### src/rtl/smart_down_counter.sv
// One-shot down counter with load priority, registered terminal-count strobe and busy flag.
// Optional auto-reload (periodic port) enabled by defining SMART_DOWN_COUNTER_AUTO_RELOAD_EN.
module smart_down_counter #(
  parameter int unsigned WIDTH = 8
) (
  input  logic             clk,
  input  logic             reset,
  input  logic             load,
  input  logic [WIDTH-1:0] data_in,
  input  logic             enable,
`ifdef SMART_DOWN_COUNTER_AUTO_RELOAD_EN
  input  logic             periodic,
`endif
  output logic [WIDTH-1:0] count_out,
  output logic             zero,
  output logic             tc_pulse,
  output logic             busy
);

  typedef enum logic [1:0] {
    IDLE = 2'd0,
    RUN  = 2'd1,
    DONE = 2'd2
  } state_t;

  state_t           state, state_n;
  logic [WIDTH-1:0] count, count_n;
  logic             tc_n;
`ifdef SMART_DOWN_COUNTER_AUTO_RELOAD_EN
  logic [WIDTH-1:0] reload_reg, reload_n;
`endif

  always_ff @(posedge clk or posedge reset) begin
    if (reset) begin
      state    <= IDLE;
      count    <= '0;
      tc_pulse <= 1'b0;
      busy     <= 1'b0;
`ifdef SMART_DOWN_COUNTER_AUTO_RELOAD_EN
      reload_reg <= '0;
`endif
    end else begin
      state    <= state_n;
      count    <= count_n;
      tc_pulse <= tc_n;
      busy     <= (state_n == RUN);
`ifdef SMART_DOWN_COUNTER_AUTO_RELOAD_EN
      reload_reg <= reload_n;
`endif
    end
  end

  always_comb begin
    state_n = state;
    count_n = count;
    tc_n    = 1'b0;
`ifdef SMART_DOWN_COUNTER_AUTO_RELOAD_EN
    reload_n = reload_reg;
`endif
    if (load) begin
      count_n = data_in;
`ifdef SMART_DOWN_COUNTER_AUTO_RELOAD_EN
      reload_n = data_in;
`endif
      state_n = (data_in != '0) ? RUN : IDLE;
    end else if (state == RUN && enable) begin
      if (count == WIDTH'(1)) begin
        tc_n = 1'b1;
`ifdef SMART_DOWN_COUNTER_AUTO_RELOAD_EN
        if (periodic) begin
          // reload_reg is nonzero whenever RUN was entered, so count never reads 0 here
          count_n = reload_reg;
        end else begin
          count_n = '0;
          state_n = DONE;
        end
`else
        count_n = '0;
        state_n = DONE;
`endif
      end else if (count != '0) begin
        count_n = count - WIDTH'(1);
      end
    end
  end

  assign count_out = count;
  assign zero      = (count == '0);

endmodule

### config.mk
export PLATFORM = sky130hd
export DESIGN_NAME = smart_down_counter
export DESIGN_NICKNAME = d
export VERILOG_FILES = /design/src/rtl/smart_down_counter.sv
export SDC_FILE = /design/constraint.sdc
export NUM_CORES = 1
export LEC_CHECK = 0
export ABC_CLOCK_PERIOD_IN_PS = 2240
export CAP_MARGIN = 20
export CELL_PAD_IN_SITES_DETAIL_PLACEMENT = 1
export CELL_PAD_IN_SITES_GLOBAL_PLACEMENT = 2
export CORE_AREA = 2 2 56 58
export CTS_CLUSTER_SIZE = 8
export DETAILED_ROUTE_END_ITERATION = 16
export DIE_AREA = 0 0 58 60
export GPL_TIMING_DRIVEN = 0
export PLACE_DENSITY = 0.72
export SYNTH_ARGS = -nofsm -noshare
export SYNTH_HDL_FRONTEND = slang
export SYNTH_SLANG_ARGS = --single-unit
export TNS_END_PERCENT = 20
### constraint.sdc
create_clock -name clk -period 2.24 [get_ports clk]
set_input_delay 0.448 -clock clk [delete_from_list [all_inputs] [get_ports clk]]
set_output_delay 0.448 -clock clk [all_outputs]
set_load 0.01 [all_outputs]
==> metrics.txt <==
Final Cycle Share=0.909; Switch Pwr=0.208 mW; Hold Crit Class=input port to asynchronous set/reset pin; Cell variety after synth=34; PwrDens=616 mW/mm^2; Clock transition at path regs=~0.08 ns; Rel. slew slack=0.671; initial antenna violation count=0; Fmax achieved=491 MHz; routed wire length=2300 um; DRT iter0 DRCs=21; DR pass1 iterations=4; die height=around 60 um; sequential area share after synthesis=0.401; ANT cells=0; startpoint types=flip-flop; Avg WL per Cell=about 17 um; P_leak=about 0.43 nW; DRC viols=0; most frequent cells in the layout=20 x clkdlybuf4s50_1, 12 x dfrtp_1, 7 x nor2_1, 5 x a221o_1, 4 x a21oi_1; number of buffers inserted by post-CTS setup repair=0; CP Capture Type=flip-flop; Seq pwr share=0.421; Core Region=between 0.002 and 0.003 sq mm; total of warnings raised by yosys=0; required time worst endpoint=about 2.5 ns; synth-to-layout area growth=40.1%; Num CTS Buffers=3; RSZ-0062 raised after global routing=no; die footprint=between 0.003 and 0.004 sq mm; CTS tree=done; top cells by area, synth=dfrtp_1 40%, a221o_1 6.7%, ha_1 5.0%, nor2_1 3.5%, nor4_2 3.3%; Worst Path Max Fanout=10; nets@finish=118; crit path launch=count_out[0]$_DFFE_PP0P_; port buffer count=21; vias post-DR=726; Power, Total=between 0.6 and 0.7 mW; GP Congestion=~0.71; initial core utilization=0.258; final setup vio count=0; Syn Std Cell Area=between 700 and 800 sq um; largest net degree at the start of global routing=13; HPWL reported at the end of detailed placement=1670 um; synthesized area per cell=just under 10 sq um; P_int=0.439 mW; post-place setup slack=roughly 0.19 ns; clk sink count=12; num ports=23; Clock Path Buffers=2; top-area cell type share of the netlist area=0.401; Worst Path Arrival=about 2.3 ns; first-pass GRT wire length=between 3000 and 4000 um; post-synthesis register bit count=12; Final Hold Fails=0; CP Class=flip-flop to flip-flop; vias in the first global route=826; Hold Buf Count CTS=0; Worst Skew=between 0.0008 and 0.0009 ns; Switching Fraction=0.322; gr busiest metal=met2; Mapped Nets=92; Mapped Cells=77; Final WS setup=0.203 ns; worst slew pin tran=~0.5 ns; Yosys top cell by area=dfrtp_1; row count=20; worst vdd ir=about 250 uV; GRT overflow=0; final setup TNS=0 ns; RR Startpoint=count_out[0]$_DFFE_PP0P_; Comb power frac=0.302; Tmin final=2.04 ns; drt via density=approximately 5.4; max cap viols=0; global-route met1 utilization=0.195; run status=complete, no violations; root buf cell=clkbuf_4; clock network power share=0.277; Die X=58 um; proportion of layout cells with a drive suffix above 1=0.118; Worst-Skew Late Latency=around 0.27 ns; met3 usage=0.0325; antenna-violating nets left=0; final count of pins violating max slew=0; GR Layer Usage met2=0.247; commonest non-fill, non-tap cell in the layout=clkdlybuf4s50_1; H-Tree Depth=1; total track usage=0.151
-- stage by stage --
stage	instance area, sq um	std cells	hold WS, ns	util
2_1_floorplan	749	77	0.313	-
5_1_grt	1050	135	0.521	0.362
3_3_place_gp	1000	131	0.482	0.345
4_1_cts	1050	135	0.496	0.361
3_5_place_dp	1000	131	0.487	0.345
6_report	1050	135	0.489	0.362
-- repair_timing --
| item | 4_1_cts | 5_1_grt |
|---|---|---|
| setup endpoints to repair | 1 | 1 |
| pin swaps | 0 | 1 |
| gates resized for setup | 2 | 1 |
-- worst paths after layout --
path,endpoint,slack [ns],cells past startpoint
worst max-delay path,count_out[5]$_DFFE_PP0P_,0.20,7
worst min-delay path,state[0]$_DFF_PP0_,0.49,2
worst max register to register,count_out[5]$_DFFE_PP0P_,0.20,7
worst min register to register,busy$_DFF_PP0_,0.50,1
max in group asynchronous,count_out[0]$_DFFE_PP0P_,1.42,2
min in group clk,busy$_DFF_PP0_,0.50,1
-- cells in the mapped netlist --
cell type  instances
or2_0              1
o21ai_1            1
nor2b_1            1
o22ai_1            2
and3b_1            1
or4_1              3
inv_1              3
nor3_1             3
nand2_1            3
buf_2              2
buf_6              1
dfrtp_1           12
a21oi_1            4
buf_1              1
or4_4              1
nor4_2             2
a311o_1            1
and3_1             1
a211o_1            1
a221o_1            5
o21ai_0            3
clkbuf_1           1
nand2b_1           1
o31ai_1            3
nor2_1             7
ha_1               3
nand3b_1           1
nor3b_1            3
o41ai_1            1
nor4b_1            1
or3b_1             1
o311ai_0           1
and4_1             1
xnor2_1            1
-- power by group through the flow --
| stage | Sequential [mW] | Clock, mW | Combinational (mW) |
|---|---|---|---|
| 6_report | 0.272 | 0.179 | 0.195 |
| 5_1_grt | 0.277 | 0.202 | 0.215 |
| 4_1_cts | 0.273 | 0.190 | 0.196 |
| 3_5_place_dp | 0.275 | 0 | 0.193 |
| 3_3_place_gp | 0.272 | 0 | 0.189 |
| 2_1_floorplan | 0.276 | 0 | 0.0976 |
-- cell type report --
| class | instances | area (sq um) |
|---|---|---|
| plain buffers | 5 | 28.8 |
| clock buffers | 4 | 36.3 |
| fillers | 353 | 1850 |
| inverters | 3 | 11.3 |
| multi-input cells | 57 | 419 |
| flip-flops and latches | 12 | 300 |
| well taps | 33 | 41.3 |
| repair buffers | 21 | 213 |
-- routing by layer --
layer	share of wire	vias up
met4	0.0074	0
met3	0.039	2
met2	0.49	15
met1	0.46	366
li1	-	343
met5	0	-
-- flip-flops by register name, indices dropped and copies added, names as in the netlist --
register and flops:
state 2, count_out 8, tc_pulse 1, busy 1
-- critical path, cell delays in order, from the launching register on --
cell,delay (ns)
dfrtp_1,0.48
inv_1,0.11
ha_1,0.23
or2_0,0.20
a311o_1,0.36
buf_6,0.15
o41ai_1,0.31
a211o_1,0.14
-- logic make-up after synthesis --
| logic type | synth area share |
|---|---|
| flops | 0.401 |
| compound gates | 0.215 |
| simple gates | 0.269 |
| buf+inv | 0.0534 |
| xor+xnor | 0.0117 |
| fa+ha+maj | 0.0501 |
No activity file was read; power rests on OpenSTA's default activity.
